===== src/rtl/seg7_scan_ctrl.sv =====
// Multiplexed 7-segment display scanner with a double-buffered display word,
// per-slot dead time, 4-bit PWM brightness and optional leading-zero blanking.
module seg7_scan_ctrl #(
    parameter int N_DIGITS       = 8,
    parameter int REFRESH_CLOCKS = 200_000,
    parameter int BLANK_CLOCKS   = 2_000,
    parameter bit LZ_SUPPRESS    = 1'b0
) (
    input  logic                    clk,
    input  logic                    i_rst,
    input  logic                    i_valid,
    output logic                    o_ready,
    input  logic [4*N_DIGITS-1:0]   i_data,
    input  logic [N_DIGITS-1:0]     i_dp,
    input  logic [N_DIGITS-1:0]     i_blank,
    input  logic [3:0]              i_bright,
    output logic [6:0]              o_seg,
    output logic                    o_dp,
    output logic [N_DIGITS-1:0]     o_an,
    output logic                    o_frame
);

    localparam int SW = $clog2(REFRESH_CLOCKS);
    localparam int IW = $clog2(N_DIGITS);
    localparam logic [SW-1:0] SLOT_LAST  = SW'(REFRESH_CLOCKS - 1);
    localparam logic [SW-1:0] SLOT_BLANK = SW'(BLANK_CLOCKS);
    localparam logic [IW-1:0] IDX_LAST   = IW'(N_DIGITS - 1);

    logic [SW-1:0]           r_slot;
    logic [IW-1:0]           r_idx;
    logic [3:0]              r_pwm;
    logic [4*N_DIGITS-1:0]   r_act_data, r_pend_data;
    logic [N_DIGITS-1:0]     r_act_dp, r_pend_dp;
    logic [N_DIGITS-1:0]     r_act_blank, r_pend_blank;
    logic                    r_pend_full;

    logic                    w_slot_end;
    logic                    w_frame_end;
    logic [N_DIGITS-1:0]     w_hi_zero;
    logic [3:0]              w_nib;
    logic                    w_blanked;
    logic                    w_lit;
    logic [N_DIGITS-1:0]     w_an_d;
    logic [6:0]              w_seg_d;
    logic                    w_dp_d;

    function automatic logic [6:0] f_glyph(input logic [3:0] nib);
        case (nib)
            4'h0: f_glyph = 7'b1000000;
            4'h1: f_glyph = 7'b1111001;
            4'h2: f_glyph = 7'b0100100;
            4'h3: f_glyph = 7'b0110000;
            4'h4: f_glyph = 7'b0011001;
            4'h5: f_glyph = 7'b0010010;
            4'h6: f_glyph = 7'b0000010;
            4'h7: f_glyph = 7'b1111000;
            4'h8: f_glyph = 7'b0000000;
            4'h9: f_glyph = 7'b0010000;
            4'hA: f_glyph = 7'b0001000;
            4'hB: f_glyph = 7'b0000011;
            4'hC: f_glyph = 7'b1000110;
            4'hD: f_glyph = 7'b0100001;
            4'hE: f_glyph = 7'b0000110;
            default: f_glyph = 7'b0001110;
        endcase
    endfunction

    assign o_ready     = !r_pend_full;
    assign w_slot_end  = (r_slot == SLOT_LAST);
    assign w_frame_end = w_slot_end && (r_idx == IDX_LAST);

    always_ff @(posedge clk) begin
        if (i_rst) begin
            r_slot       <= '0;
            r_idx        <= '0;
            r_pwm        <= '0;
            r_act_data   <= '0;
            r_act_dp     <= '0;
            r_act_blank  <= '0;
            r_pend_data  <= '0;
            r_pend_dp    <= '0;
            r_pend_blank <= '0;
            r_pend_full  <= 1'b0;
        end else begin
            r_pwm <= r_pwm + 4'd1;
            if (w_slot_end) begin
                r_slot <= '0;
                r_idx  <= (r_idx == IDX_LAST) ? '0 : r_idx + IW'(1);
            end else begin
                r_slot <= r_slot + SW'(1);
            end
            // Acceptance only happens while pending is empty, so it never races the copy.
            if (w_frame_end && r_pend_full) begin
                r_act_data  <= r_pend_data;
                r_act_dp    <= r_pend_dp;
                r_act_blank <= r_pend_blank;
                r_pend_full <= 1'b0;
            end
            if (i_valid && o_ready) begin
                r_pend_data  <= i_data;
                r_pend_dp    <= i_dp;
                r_pend_blank <= i_blank;
                r_pend_full  <= 1'b1;
            end
        end
    end

    // w_hi_zero[d]: every active nibble at index >= d is zero.
    always_comb begin
        logic v_acc;
        v_acc     = 1'b1;
        w_hi_zero = '0;
        for (int d = N_DIGITS - 1; d >= 0; d--) begin
            v_acc        = v_acc && (r_act_data[4*d +: 4] == 4'd0);
            w_hi_zero[d] = v_acc;
        end
    end

    always_comb begin
        w_nib     = r_act_data[{r_idx, 2'b00} +: 4];
        w_blanked = r_act_blank[r_idx] ||
                    (LZ_SUPPRESS && (r_idx != '0) && w_hi_zero[r_idx]);
        w_lit     = (r_slot >= SLOT_BLANK) &&
                    ((i_bright == 4'hF) || (r_pwm < i_bright)) && !w_blanked;
    end

    always_comb begin
        w_an_d  = '1;
        w_seg_d = 7'h7F;
        w_dp_d  = 1'b1;
        if (w_lit) begin
            w_an_d[r_idx] = 1'b0;
            w_seg_d       = f_glyph(w_nib);
            w_dp_d        = !r_act_dp[r_idx];
        end
    end

    always_ff @(posedge clk) begin
        if (i_rst) begin
            o_an    <= '1;
            o_seg   <= 7'h7F;
            o_dp    <= 1'b1;
            o_frame <= 1'b0;
        end else begin
            o_an    <= w_an_d;
            o_seg   <= w_seg_d;
            o_dp    <= w_dp_d;
            o_frame <= w_frame_end;
        end
    end

endmodule


===== config.mk =====
export PLATFORM = sky130hd
export DESIGN_NAME = seg7_scan_ctrl
export DESIGN_NICKNAME = d
export VERILOG_FILES = /design/src/rtl/seg7_scan_ctrl.sv
export SDC_FILE = /design/constraint.sdc
export NUM_CORES = 1
export LEC_CHECK = 0
export BUFFER_PORTS_ARGS = -buffer_cell sky130_fd_sc_hd__buf_2
export CAP_MARGIN = 0
export CORE_AREA = 2 2 115 117
export DETAILED_ROUTE_END_ITERATION = 12
export DIE_AREA = 0 0 117 119
export GPL_ROUTABILITY_DRIVEN = 0
export GPL_TIMING_DRIVEN = 0
export PLACE_DENSITY = 0.66
export RECOVER_POWER = 100
export SLEW_MARGIN = 10
export SYNTH_ARGS = -nofsm -noshare
export SYNTH_HDL_FRONTEND = slang
export SYNTH_SLANG_ARGS = --single-unit
export TNS_END_PERCENT = 30

===== constraint.sdc =====
create_clock -name clk -period 2 [get_ports clk]
set_input_delay 0.6 -clock clk [delete_from_list [all_inputs] [get_ports clk]]
set_output_delay 0.6 -clock clk [all_outputs]
set_load 0.01 [all_outputs]

; Word-level counts from Yosys, hierarchy flattened
; Memory sizes are Yosys's and may differ from the RTL's. A register that Yosys moved wholly into a read port is not among the register bits.
; Cells that the tools add are included.
[word_totals]
out_inout_bits = 18
reg_bits = 132
inputBits = 55
mem_bits_ro = 112
n_memories = 1
[op_classes]
n_reduce_logical = 13
bitwise = 2
muxes = 9
addsub = 3
shifts = 1
n_lt_le_gt_ge = 4
n_eq_ne = 3
[mem_list]
columns = memory, words, word_bits, rd, rd_ports_with_merged_regs, wr, line
row1 = (no name shown), 16, 7, 1, 1, 0, 48  ; case (nib)
[op_table]
columns = op, n
row1 = $shiftx A32 B6 Y4, 1
row2 = $add A18 B1 Y18 const B, 1
row3 = $eq A18 B18 Y1 const B, 1
row4 = $ge A18 B11 Y1 const B, 1
row5 = $not A8 Y8, 1
row6 = $bmux W1 S3, 2
row7 = $logic_and A1 B1 Y1, 6
row8 = $mux W1, 5
row9 = $add A4 B1 Y4 const B, 1
row10 = $eq A4 B4 Y1 const B, 1
row11 = $lt A3 B4 Y1 const B, 1
row12 = $lt A4 B4 Y1, 1
row13 = $reduce_or A2 Y1, 2
row14 = $add A3 B1 Y3 const B, 1
row15 = $demux W1 S3, 1
row16 = $eq A3 B3 Y1 const B, 1
row17 = $ge A3 B1 Y1 const B, 1
row18 = $logic_not A1 Y1, 3
row19 = $mux W3, 1
row20 = $reduce_bool A2 Y1, 1
row21 = $logic_or A1 B1 Y1, 1
row22 = $not A1 Y1, 1

; Longest topological paths before layout
[logic_depth]
ltp_word = 6
ltp_mapped = 10
ltp_nobuf = 8

; Worst setup path before layout
; OpenSTA, ideal clock, no wires.
[synth_path]
path_kind = register -> register
start = register r_idx[1]
end = register o_seg[3]
path_buffers = 1
path_slack_ps = -192
arrival_time_ps = 2067
setup_time_ps = 125
path_stages_with_launch = 9
cell_sequence = dfxtp_1 -> buf_2 -> mux4_2 -> mux2i_1 -> inv_1 -> ha_1 -> nor2_1 -> a211o_1 -> nand3_1
[synth_via]
elab_chain_len = 6
word_cells_on_any_way = 7
[synth_rtl]
columns = element, line
row1 = from (decl), 30  ; logic [IW-1:0] r_idx;
row2 = from (signal assigned), 88  ; r_idx <= (r_idx == IDX_LAST) ? '0 : r_idx + IW'(1);
row3 = $bmux W1 S3, 121  ; w_blanked = r_act_blank[r_idx] ||
row4 = $mux W1 (implied by the code), 121
row5 = $logic_not A1 Y1, 124  ; ((i_bright == 4'hF) || (r_pwm < i_bright)) && !w_blanked;
row6 = $logic_and A1 B1 Y1, 124
row7 = $not A1 Y1 (no source line), --
row8 = $reduce_or A2 Y1 (no source line), --
row9 = to (decl), 17  ; output logic [6:0] o_seg,
; Several ways; a longest one is shown, not always the timed one. The select of a mux whose other input is x is not followed.
; A chain may end at the register's enable or synchronous reset.

; Worst setup path after layout
[layout_path]
start = register r_slot[15]
end = register r_act_data[10]
[layout_via]
elab_chain_len = 3
[layout_rtl]
columns = element, line
row1 = from (decl), 29  ; logic [SW-1:0] r_slot;
row2 = from (signal assigned), 90  ; r_slot <= r_slot + SW'(1);
row3 = $eq A18 B18 Y1, 69  ; assign w_slot_end = (r_slot == SLOT_LAST);
row4 = $logic_and A1 B1 Y1, 70  ; assign w_frame_end = w_slot_end && (r_idx == IDX_LAST);
row5 = $logic_and A1 B1 Y1, 93  ; if (w_frame_end && r_pend_full) begin
row6 = to (signal assigned), 94  ; r_act_data <= r_pend_data;
row7 = to (decl), 32  ; logic [4*N_DIGITS-1:0] r_act_data, r_pend_data;
; Every way passes these cells.

==> results.py <==
metrics = {
    "outcome": {
        "status": "finished with violations",
        "violations": "negative setup slack",
    },
    "timing": {
        "whs_ns": 0.4175,
        "clock-skew-final_ns": 0.01325,
        "finalWorstSetupSlack_ns": -0.02959,
        "rsz0062_at_grt": "true",
        "maxSlewHeadroom_pct": 60.49,
        "finalCritPeriodShare_pct": 101.5,
        "final-setup-viol-count": 10,
        "setup_tns_ns": -0.1420,
        "worstMarginPinSlew_ns": 0.5926,
        "fmax_ghz": 0.4927,
        "slew_violations": 0,
        "finalHoldViolations": 0,
        "fin_crit_ns": 2.030,
    },
    "final_layout": {
        "regArea_sq_um": 2790,
        "drive_above_1_share_pct": 20.03,
        "antenna_cells": 0,
        "final_core_util_pct": 54.74,
        "stdcell_count": 905,
        "nets": 786,
        "area_delta_synth_final_pct": 25.29,
        "multiInputGateArea_sq_um": 2698,
        "fillerInstances": 1172,
    },
    "yosys": {
        "yosysUniqueCellTypes": 49,
        "yosys.area_share.simple_pct": 18.26,
        "synth_top_cells_by_count": "dfxtp_1 (139), nand2_1 (107), nor2_1 (84), mux2i_1 (56), a21oi_1 (51)",
        "async_flop_share_pct": 0,
        "mappedNetlistNets": 682,
        "synth_fa_ha_area_share_pct": 3.114,
        "synth_top_area_share_pct": 49.47,
        "synth_compound_area_share_pct": 8.274,
        "synthCells": 613,
        "yosys.area.top_type": "dfxtp_1",
        "synth.top_cells.by_area": "dfxtp_1 (49%), mux2i_1 (10%), nand2_1 (7.1%)",
        "ys_ff_latch": 139,
        "muxShareOfSynthArea_pct": 13.97,
        "synth-seq-area-share_pct": 49.47,
        "synth_top_family_by_area": "simple AND/OR/NAND/NOR gates",
        "yosys_warnings": 0,
        "yosysMostFrequentCell": "dfxtp_1",
        "yosys_most_used_dff": "dfxtp_1",
        "synth_edf_count": 0,
        "syn-cell-area_sq_um": 5625,
        "syn_avg_cell_area_sq_um": 9.177,
        "synth_xor_area_share_pct": 2.802,
    },
    "floorplanning": {
        "die_w_um": 117,
        "initial_utilization_pct": 43.69,
        "die_y_um": 119,
        "pin_count": 73,
        "rows": 42,
        "fp.dieArea_sq_um": 13920,
        "core_sq_um": 12870,
    },
    "cts": {
        "clock_path_buffers": 2,
        "cts_max_level": 4,
        "cts_buffers": 17,
        "clk_latency_ns": 0.42,
        "clock_sinks": 139,
        "root_buffer": "clkbuf_16",
        "clk_pin_slew_worst_paths_ns": 0.05,
        "cts_tree": "yes",
    },
    "power": {
        "p_leak_nw": 3.060,
        "vdd_drop_max_v": 0.0005715,
        "power_density_nw_per_um2": 886.4,
    },
    "run": {
        "drv_cap": 0,
    },
    "placed_design": {
        "dp_hpwl_um": 9367,
        "dp_cells": 860,
        "pre_cts_slack_ns": -0.4367,
        "io_buffers": 71,
    },
    "route": {
        "via_per_inst": 4.969,
        "first_iter_violations": 321,
        "drcViolationCount": 0,
        "first_pass_iters": 4,
        "antenna_left": 0,
        "routedWlPerCell_um": 14.41,
        "vias": 4497,
        "routed_wl_um": 13040,
    },
    "worst_setup_path": {
        "cp_slowest_cell": "or4_4",
        "worst_setup_path_end_kind": "flop",
        "crit_required_ns": 2.29,
        "crit_chain": "or4_4, nor3_4, nand4_1, buf_6, buf_6, mux2i_2, nor2_1",
        "slowest_delay_ns": 0.56,
        "cp_max_fo": 10,
        "critical_path_arrival_ns": 2.32,
        "critical_path_class": "reg -> reg",
        "path_common_cell": "buf_6",
        "cp-start-kind": "flop",
    },
    "global_routing": {
        "grt_start_max_net_pins": 19,
        "track_usage_pct": 19.95,
        "antenna_found_initial": 0,
        "grt_pass1_vias": 4440,
        "grt_first_pass_wirelength_um": 21450,
        "gr-total-overflow": 0,
    },
    "hold_path": {
        "hp-class": "in -> reg",
    },
}
==> cell families (layout without fill, tap and decap cells) <==
kind of cell | after synthesis | in the layout
xor gates and xnor gates | 18 | 18
muxes | 68 | 68
DFF | 139 | 139
and+or+nand+nor | 241 | 241
buffers and inverters | 55 | 171
AOI/OAI and AO/OA | 78 | 78
adders and majority gates | 14 | 14
==> worst max-delay path: cells and delay by family, from the launching register on <==
family	cells	cell delay, ns
and+or+nand+nor	4	1.04
DFF	1	0.34
buffers and inverters	2	0.34
muxes	1	0.18
==> power breakdown <==
part / total [mW] / internal (mW) / switching, mW
Combinational: 0.268 / 0.107 / 0.161
Clock: 3.10 / 2.00 / 1.09
Sequential: 2.88 / 2.84 / 0.0468
Total: 6.25 / 4.95 / 1.30
==> cells in the final DEF, fill, tap and decap left out, drive strengths merged, types with 3 or more instances in the layout <==
| master | netlist | layout |
|---|---|---|
| mux2 | 4 | 4 |
| nor3 | 7 | 7 |
| buf | 19 | 85 |
| mux4 | 8 | 8 |
| o211ai | 5 | 5 |
| o21ai | 4 | 4 |
| xnor2 | 11 | 11 |
| nand4 | 7 | 7 |
| mux2i | 56 | 56 |
| bufinv | 0 | 3 |
| inv | 16 | 16 |
| clkinv | 0 | 6 |
| nor2 | 84 | 84 |
| nor4 | 3 | 3 |
| dfxtp | 139 | 139 |
| ha | 14 | 14 |
| nand3 | 13 | 13 |
| nand2 | 107 | 107 |
| xor2 | 7 | 7 |
| nor2b | 5 | 5 |
| clkbuf | 20 | 61 |
| a21oi | 52 | 52 |
==> what timing repair did <==
action	in CTS	in global routing
setup endpoints to repair	75	88
resized for setup	27	22
hold buffers	0	0
pin swaps	3	7
buffers inserted	12	3
==> stage by stage <==
step | power [mW] | area, sq um
after detailed placement | 3.213 | 6226
final | 6.248 | 7048
after global placement | 3.200 | 6226
after global routing | 6.472 | 7048
after floorplan | 3.088 | 5650
after CTS | 6.309 | 6980
==> per-layer routing <==
layer	vias to the layer above	part of all wire [%]	GRT usage, %
met5	-	0	0
met4	0	1.9	7.574
met3	18	4.8	5.344
met2	103	47	31.76
met1	2101	47	25.75
li1	2275	-	-
==> area by class of cell <==
class	instances	share of cell area, %
flip-flops and latches	139	39.59
multi-input cells	419	38.27
clock buffers	22	6.586
repair buffers	86	6.533
plain buffers	38	3.337
well taps	176	3.124
clock inverters	9	1.704
inverters	16	0.8521
==> sequential cells by signal, indices dropped and copies added (netlist names) <==
| register | cells |
|---|---|
| o_an | 8 |
| o_dp | 1 |
| o_frame | 1 |
| o_seg | 7 |
| r_act_blank | 8 |
| r_act_data | 32 |
| r_act_dp | 8 |
| r_idx | 3 |
| r_pend_blank | 8 |
| r_pend_data | 32 |
| r_pend_dp | 8 |
| r_pend_full | 1 |
| r_pwm | 4 |
| r_slot | 18 |
==> final timing paths <==
kind / start / endpoint / slack [ns] / depth (start not counted)
setup / recovery: r_slot[15] / r_act_data[10] / -0.03 / 7
hold / removal: i_blank[6] / r_pend_blank[6] / 0.42 / 3
setup reg to reg: r_slot[15] / r_act_data[10] / -0.03 / 7
hold reg to reg: r_pend_data[31] / r_pend_data[31] / 0.45 / 2
Note: power is estimated with default switching activity, not from simulation.
